### src/rtl/cpu_sequencer.sv
// cpu_sequencer: multi-cycle LEGv8 control sequencer.
// Steps each instruction through IDLE/FETCH/DECODE/EXEC/MEM/WB. It owns the
// instruction register and the imem/dmem request/ack handshakes, and a
// watchdog bounds every memory wait.
// Optional feature: define SEQ_SINGLE_STEP_EN to add a `step` input. With it,
// the sequencer parks in STALL after each WB until `step` is seen.
module cpu_sequencer #(
  parameter int WD_LIMIT = 255,
  parameter int CNT_W    = 16
) (
  input  logic             clk,
  input  logic             reset,
`ifdef SEQ_SINGLE_STEP_EN
  input  logic             step,
`endif
  output logic             imem_req,
  input  logic             imem_ack,
  input  logic [31:0]      instr,
  output logic             dmem_req,
  output logic             dmem_we,
  input  logic             dmem_ack,
  input  logic             zero,
  output logic [31:0]      ir,
  output logic [2:0]       alu_op,
  output logic             alu_src,
  output logic             reg2loc,
  output logic             mem_to_reg,
  output logic             reg_write,
  output logic             pc_en,
  output logic             br_taken,
  output logic             uncond_br,
  output logic             halted,
  output logic             wd_err,
  output logic [CNT_W-1:0] retired
);

  localparam logic [2:0] OP_ADD  = 3'b010;
  localparam logic [2:0] OP_SUB  = 3'b011;
  localparam logic [2:0] OP_PASS = 3'b000;
  // The watchdog fires on the no-ack cycle that would bring the count to WD_LIMIT
  localparam logic [7:0] WD_LAST = 8'(WD_LIMIT - 1);

  typedef enum logic [2:0] {
    IDLE, FETCH, DECODE, EXEC, MEM, WB, HALT
`ifdef SEQ_SINGLE_STEP_EN
    , STALL
`endif
  } state_t;

  state_t     state, state_n;
  logic [7:0] wd_cnt;
  logic       wd_fire;
  logic       i_ack, d_ack;
  logic       zflag;
  logic       is_b, is_cbz, is_ldur, is_stur, is_hlt, is_wr;

  // Instruction class decode straight off the instruction register
  logic d_b, d_cbz, d_ldur, d_stur, d_adds, d_subs, d_addi, d_hlt;
  assign d_hlt  = (ir == 32'hD440_0000);
  assign d_b    = (ir[31:26] == 6'b000101);
  assign d_cbz  = (ir[31:24] == 8'b10110100);
  assign d_ldur = (ir[31:21] == 11'b11111000010);
  assign d_stur = (ir[31:21] == 11'b11111000000);
  assign d_adds = (ir[31:21] == 11'b10101011000);
  assign d_subs = (ir[31:21] == 11'b11101011000);
  assign d_addi = (ir[31:22] == 10'b1001000100);

  // An ack only counts while its own request is up
  assign i_ack = imem_req & imem_ack;
  assign d_ack = dmem_req & dmem_ack;

  // State register
  always_ff @(posedge clk or posedge reset) begin
    if (reset) state <= IDLE;
    else       state <= state_n;
  end

  // Next-state logic; an ack takes priority over a watchdog expiry in the same cycle
  always_comb begin
    state_n = state;
    wd_fire = 1'b0;
    case (state)
      IDLE:   state_n = FETCH;
      FETCH: begin
        if (i_ack) state_n = DECODE;
        else if (wd_cnt == WD_LAST) begin
          state_n = HALT;
          wd_fire = 1'b1;
        end
      end
      DECODE: state_n = EXEC;
      EXEC:   state_n = (is_ldur | is_stur) ? MEM : WB;
      MEM: begin
        if (d_ack) state_n = WB;
        else if (wd_cnt == WD_LAST) begin
          state_n = HALT;
          wd_fire = 1'b1;
        end
      end
`ifdef SEQ_SINGLE_STEP_EN
      WB:     state_n = is_hlt ? HALT : STALL;
      STALL:  if (step) state_n = FETCH;
`else
      WB:     state_n = is_hlt ? HALT : FETCH;
`endif
      HALT:   state_n = HALT;
      default: state_n = IDLE;
    endcase
  end

  // Registered requests follow the next state, so they drop the cycle after the ack
  always_ff @(posedge clk or posedge reset) begin
    if (reset) begin
      imem_req <= 1'b0;
      dmem_req <= 1'b0;
      dmem_we  <= 1'b0;
    end else begin
      imem_req <= (state_n == FETCH);
      dmem_req <= (state_n == MEM);
      dmem_we  <= (state_n == MEM) & is_stur;
    end
  end

  // Watchdog: cleared on entry to a wait state, counts unanswered request cycles
  always_ff @(posedge clk or posedge reset) begin
    if (reset) wd_cnt <= '0;
    else if ((state_n == FETCH && state != FETCH) || (state_n == MEM && state != MEM))
      wd_cnt <= '0;
    else if ((imem_req & ~imem_ack) | (dmem_req & ~dmem_ack))
      wd_cnt <= wd_cnt + 8'd1;
  end

  // Sticky status flags
  always_ff @(posedge clk or posedge reset) begin
    if (reset) begin
      halted <= 1'b0;
      wd_err <= 1'b0;
    end else begin
      halted <= halted | (state_n == HALT);
      wd_err <= wd_err | wd_fire;
    end
  end

  // Instruction register loads on the honoured fetch ack
  always_ff @(posedge clk or posedge reset) begin
    if (reset)                       ir <= '0;
    else if (state == FETCH && i_ack) ir <= instr;
  end

  // Datapath controls and class flags latched at DECODE, held until the next DECODE
  always_ff @(posedge clk or posedge reset) begin
    if (reset) begin
      alu_op     <= OP_PASS;
      alu_src    <= 1'b0;
      reg2loc    <= 1'b0;
      mem_to_reg <= 1'b0;
      is_b       <= 1'b0;
      is_cbz     <= 1'b0;
      is_ldur    <= 1'b0;
      is_stur    <= 1'b0;
      is_hlt     <= 1'b0;
      is_wr      <= 1'b0;
    end else if (state == DECODE) begin
      alu_op     <= (d_adds | d_addi | d_ldur | d_stur) ? OP_ADD :
                    d_subs ? OP_SUB : OP_PASS;
      alu_src    <= d_addi | d_ldur | d_stur;
      reg2loc    <= d_adds | d_subs;
      mem_to_reg <= d_ldur;
      is_b       <= d_b;
      is_cbz     <= d_cbz;
      is_ldur    <= d_ldur;
      is_stur    <= d_stur;
      is_hlt     <= d_hlt;
      is_wr      <= d_adds | d_subs | d_addi | d_ldur;
    end
  end

  // Zero flag captured at the end of EXEC for CBZ
  always_ff @(posedge clk or posedge reset) begin
    if (reset)              zflag <= 1'b0;
    else if (state == EXEC) zflag <= zero;
  end

  // Retired-instruction counter, bumps once per WB (HLT included)
  always_ff @(posedge clk or posedge reset) begin
    if (reset)            retired <= '0;
    else if (state == WB) retired <= retired + CNT_W'(1);
  end

  // Single-cycle WB strobes
  assign pc_en     = (state == WB) & ~is_hlt;
  assign reg_write = (state == WB) & is_wr;
  assign br_taken  = (state == WB) & (is_b | (is_cbz & zflag));
  assign uncond_br = (state == WB) & is_b;

endmodule
### config.mk
export PLATFORM = sky130hd
export DESIGN_NAME = cpu_sequencer
export DESIGN_NICKNAME = d
export VERILOG_FILES = /design/src/rtl/cpu_sequencer.sv
export SDC_FILE = /design/constraint.sdc
export NUM_CORES = 1
export LEC_CHECK = 0
export CORE_MARGIN = 4
export CORE_UTILIZATION = 28
export DETAILED_ROUTE_END_ITERATION = 10
export SLEW_MARGIN = 0
export SYNTH_ARGS = -nofsm -noshare
export SYNTH_HDL_FRONTEND = slang
export SYNTH_SLANG_ARGS = --single-unit
### constraint.sdc
create_clock -name clk -period 3.34 [get_ports clk]
set_clock_uncertainty 0.2 [all_clocks]
set_input_delay 0.334 -clock clk [delete_from_list [all_inputs] [get_ports clk]]
set_output_delay 0.334 -clock clk [all_outputs]
set_load 0.02 [all_outputs]
=== After elaboration in Yosys (flattened, before gate mapping) ===
Index checks and enable logic that the tools add are counted.

* Bits in registers: 76
* Input bits: 37
* Output and inout bits: 63
* Logic and storage cells: 87

* Add/subtract/negate cells: 2
* Equality and inequality tests: 20
* Multiplexer cells: 14
* Bitwise gates (word level): 26
* Reduce and logical (&&, ||, !) cells: 6

{| class="wikitable"
|+ Operator list
! cell !! count
|-
| $eq A11 B11 Y1 const B || 4
|-
| $eq A32 B32 Y1 const B || 1
|-
| $pmux W3 S7 || 1
|-
| $add A16 B1 Y16 const B || 1
|-
| $eq A8 B8 Y1 const B || 2
|-
| $mux W8 || 2
|-
| $eq A3 B3 Y1 const B || 5
|-
| $or A1 B1 Y1 || 13
|-
| $mux W3 || 4
|-
| $and A1 B1 Y1 || 10
|-
| $eq A10 B10 Y1 const B || 1
|-
| $add A8 B1 Y8 const B || 1
|-
| $eq A3 B1 Y1 const B || 2
|-
| $eq A3 B2 Y1 const B || 2
|-
| $eq A6 B3 Y1 const B || 1
|-
| $mux W1 || 4
|-
| $mux W2 || 2
|-
| $logic_and A1 B1 Y1 || 3
|-
| $logic_not A3 Y1 || 1
|-
| $ne A3 B1 Y1 const B || 1
|-
| $ne A3 B3 Y1 const B || 1
|-
| $not A1 Y1 || 3
|-
| $pmux W1 S2 || 1
|-
| $reduce_bool A2 Y1 || 1
|-
| $logic_or A1 B1 Y1 || 1
|}

=== Logic depth before layout (Yosys ltp) ===
* Depth after elaboration: 8
* Depth in mapped cells: 7
* Gate-level depth less buffers: 7

=== Least setup slack after synthesis ===
Ideal clock, no wire load.

* Kind: register -> register
* Start point: reg state[1]
* End point: reg wd_cnt[1]
* Setup time: 0.111 ns
* Arrival time: 1.933 ns
* Required time: 3.029 ns
* Path slack: 1.096 ns
* Cell stages (with the launch flop): 7
* Path buffers: 1
* Period minus slack after synthesis: 2.244 ns
* Path through: dfrtp_1 > buf_6 > nor4bb_2 > or4_4 > a221oi_4 > nor3b_4 > a2111oi_2

* Word-level cells in the longest chain between the ends: 7
* Elaborated cells between the ends (all ways): 20
* Classes of those cells: eq/ne: 10; mux: 5; reduce/logical: 5

{| class="wikitable"
|+ RTL lines
! item !! RTL line !! source
|-
| from (decl) || 50 || <nowiki>state_t state, state_n;</nowiki>
|-
| from (signal assigned) || 75 || <nowiki>else state <= state_n;</nowiki>
|-
| $mux W3 || 86, 95 ||
|-
| $mux W3, on equally long branches || 94, 85 ||
|-
| $pmux W3 S7 || 82 || <nowiki>case (state)</nowiki>
|-
| $eq A3 B1 Y1 or $eq A3 B3 Y1 (tied branches) || 127 || <nowiki>else if ((state_n == FETCH && state != FETCH) || (state_n == MEM && state != MEM))</nowiki>
|-
| $logic_and A1 B1 Y1 || 127 ||
|-
| $logic_or A1 B1 Y1 (*) || 127 ||
|-
| $mux W8 or $reduce_bool A2 Y1 (tied branches) || n/a ||
|-
| to (signal assigned) || 130 || <nowiki>wd_cnt <= wd_cnt + 8'd1;</nowiki>
|-
| to (decl) || 51 || <nowiki>logic [7:0] wd_cnt;</nowiki>
|}

Every way passes the cells marked *; elsewhere a longest branch is shown, timed or not.
A chain may end at the register's enable or synchronous reset.

=== Final worst setup path ===
* Start point: reg state[1]
* End point: out reg_write

* Word-level cells in the longest chain between the ends: 2

{| class="wikitable"
|+ RTL lines
! item !! RTL line !! source
|-
| $eq A3 B3 Y1 || 192 || <nowiki>assign reg_write = (state == WB) & is_wr;</nowiki>
|-
| $and A1 B1 Y1 || 192 ||
|-
| to (decl) || 28 || <nowiki>output logic reg_write,</nowiki>
|}

Every way passes these cells.

==> results.py <==
metrics = {
    "logic_synthesis": {
        "synth_cell_types": 49,
        "ys_ff_latch": 75,
        "synthArstFlopShare": 1.00,
        "yosysSeqAreaShare": 0.545,
        "syn_nets": 337,
        "synth_flop_cell": "dfrtp_1",
        "synth_cells": 297,
        "syn_area_mm2": 0.00344,
        "syn_area_per_cell_um2": 11.6,
        "synth_edf_count": 0,
        "yosysWarnings": 0,
    },
    "power_and_ir_drop": {
        "p_sw_uw": 420,
        "intPower_mw": 1.68,
        "power.density_mw_per_mm2": 426,
        "ir_drop_v": 0.000245,
        "p_leak_nw": 2.14,
        "pwr-share-seq": 0.432,
        "p_clk_frac": 0.537,
        "p_comb_frac": 0.030,
        "netSwitchingFraction": 0.200,
    },
    "timing": {
        "min_period_over_period": 0.803,
        "setup_violations": 0,
        "rsz0062_at_grt": "false",
        "fin_crit_ns": 2.68,
        "whs_ns": 0.245,
        "slew_violations": 0,
        "maxSlewHeadroom": 0.478,
        "final.setup.tns_ns": 0,
        "fmax_mhz": 373,
        "finalHoldViolations": 0,
        "worst_pin_slew_ns": 0.782,
    },
    "outcome": {
        "status": "completed",
    },
    "clock_network": {
        "cts.sinks": 75,
        "tritoncts": "done",
        "cts_setup_buffers": 0,
        "cts_root_buf": "clkbuf_16",
        "ctsHoldBuffers": 0,
        "htreeDepth": 3,
        "cts.clk_slew.worst_paths_ns": 0.06,
        "ctsResizeCount": 0,
        "clock_latency_ns": 0.33,
        "cts-buffers-inserted": 9,
        "cts_buffer_depth": 2,
    },
    "floorplanning": {
        "die_area_mm2": 0.0141,
        "dieWidth_um": 119,
        "pin_count": 100,
        "row_count": 40,
        "start_util": 0.287,
        "fp.dieH_um": 119,
        "core_mm2": 0.0120,
    },
    "global_route": {
        "overflow": 0,
        "grt_max_degree": 47,
        "antenna_found_initial": 0,
        "grtUsageTotal": 0.124,
        "grt_pass1_vias": 2737,
        "grt_pass1_wl_um": 14200,
    },
    "worst_setup_path": {
        "crit_slowest_cell": "clkdlybuf4s50_1",
        "end_kind": "output port",
        "crit_type": "reg -> out",
        "crit_chain": "and3b_1, and2_1, clkdlybuf4s50_1",
        "critPathMaxStageDelay_ns": 0.62,
        "arrival_ns": 2.15,
        "required_ns": 2.81,
        "startpoint_type": "register",
        "crit_fanout": 18,
    },
    "finish": {
        "diodes": 0,
        "layout_common_cells": "clkdlybuf4s50_1 (98), dfrtp_1 (75), nand2_1 (35)",
        "area_growth_syn_to_layout_pct": 43.3,
        "drive_above_1_share": 0.158,
        "final_common_cell": "clkdlybuf4s50_1",
        "nNetsFinal": 440,
    },
    "placement": {
        "gp_congestion": 0.784,
        "port-buffer-count": 98,
        "dp_hpwl_um": 6060,
    },
    "route": {
        "wl_per_cell_um": 15.0,
        "vias": 2570,
        "wl_um": 8280,
        "first_iter_violations": 109,
        "postRouteAntennaNets": 0,
        "vias_per_cell": 4.66,
        "drtPass1Iterations": 4,
        "remaining_drc_errors": 0,
    },
    "min_path": {
        "hp-class": "in -> async",
    },
    "job": {
        "timing.max_cap.violations": 0,
    },
}
-- cell usage after synthesis, drive strengths merged (2+ instances only) --
cell type,instances,share of area
mux2,32,0.10
nand3,4,0.0058
and3,3,0.0054
and2,3,0.0054
o31ai,2,0.0084
or4b,2,0.0058
dfrtp,75,0.54
nand2,35,0.038
or3,2,0.0036
clkbuf,3,0.0036
a21oi,7,0.010
nor4bb,3,0.011
nor3b,4,0.013
inv,4,0.0044
or2,3,0.0062
nor4,5,0.0091
xor2,9,0.023
xnor2,14,0.036
nor3,10,0.016
a21o,3,0.0065
nand4,10,0.018
nor2b,6,0.011
nand3b,3,0.0065
buf,7,0.013
o21ai,9,0.013
nor4b,3,0.0076
nor2,21,0.023
nand2b,2,0.0036
ha,3,0.011
-- final timing paths --
path	from	to	slack [ns]	cells after the start
max in group asynchronous	reset	ir[28]	1.99	3
min in group clk	wd_err	wd_err	0.27	1
min	reset	ir[23]	0.25	2
max	state[1]	reg_write	0.66	3
min reg2reg	wd_err	wd_err	0.27	1
max reg2reg	state[1]	wd_cnt[6]	0.75	5
-- sequential cells by signal, indices dropped and copies added (netlist names), 2 cells and up --
name	flops
alu_op	2
ir	32
wd_cnt	8
state	3
retired	16
-- power by group through the flow --
stage	combinational (mW)	clock, mW	sequential (mW)
2_1_floorplan	0.0161	0	0.926
3_3_place_gp	0.0656	0	0.926
3_5_place_dp	0.0658	0	0.926
4_1_cts	0.0662	1.16	0.909
5_1_grt	0.0706	1.21	0.908
6_report	0.0637	1.13	0.909
-- through the flow --
| stage | area (µm²) | util | worst slack (ns) | instances | power (mW) |
|---|---|---|---|---|---|
| 2_1_floorplan | 3440 | - | 0.896 | 297 | 0.942 |
| 3_3_place_gp | 4590 | 0.382 | 0.845 | 536 | 0.992 |
| 3_5_place_dp | 4590 | 0.382 | 0.750 | 536 | 0.992 |
| 4_1_cts | 4940 | 0.411 | 0.622 | 552 | 2.14 |
| 5_1_grt | 4940 | 0.411 | 0.535 | 552 | 2.19 |
| 6_report | 4940 | 0.411 | 0.658 | 552 | 2.10 |
-- layer usage --
layer / global-route usage / part of all wire / vias to the layer above / wire (µm)
met5: 0 / 0 / - / 0
met4: 0.0391 / 0.010 / 0 / 83
met3: 0.0432 / 0.065 / 8 / 539
li1: - / - / 1253 / -
met2: 0.200 / 0.48 / 68 / 4000
met1: 0.157 / 0.44 / 1241 / 3660
-- final cells by class --
cell class                      instances  area [µm²]
Sequential cell                        75        1880
Clock inverter                          7         124
Inverter                                4        16.3
Timing Repair Buffer                  102        1010
Fill cell                            1191        7070
Clock buffer                            9         225
Multi-Input combinational cell        208        1500
Tap cell                              147         184
-- cells by family (layout without fill, tap and decap cells) --
kind of cell               Yosys count  count (layout)  share of synthesized area
and+or+nand+nor                    123             123                      0.201
DFF                                 75              75                      0.545
muxes                               32              32                      0.105
AOI/OAI and AO/OA                   26              26                     0.0578
xor gates and xnor gates            23              23                     0.0585
buffers and inverters               14             122                     0.0214
adders and majority gates            3               3                     0.0109
other                                1               1                    0.00109
-- worst max-delay path: cells and delay by family (launching register included) --
family,cells,cell delay [ns]
and+or+nand+nor,2,0.59
buffers and inverters,1,0.62
DFF,1,0.60
No activity file was read; power rests on OpenSTA's default activity.
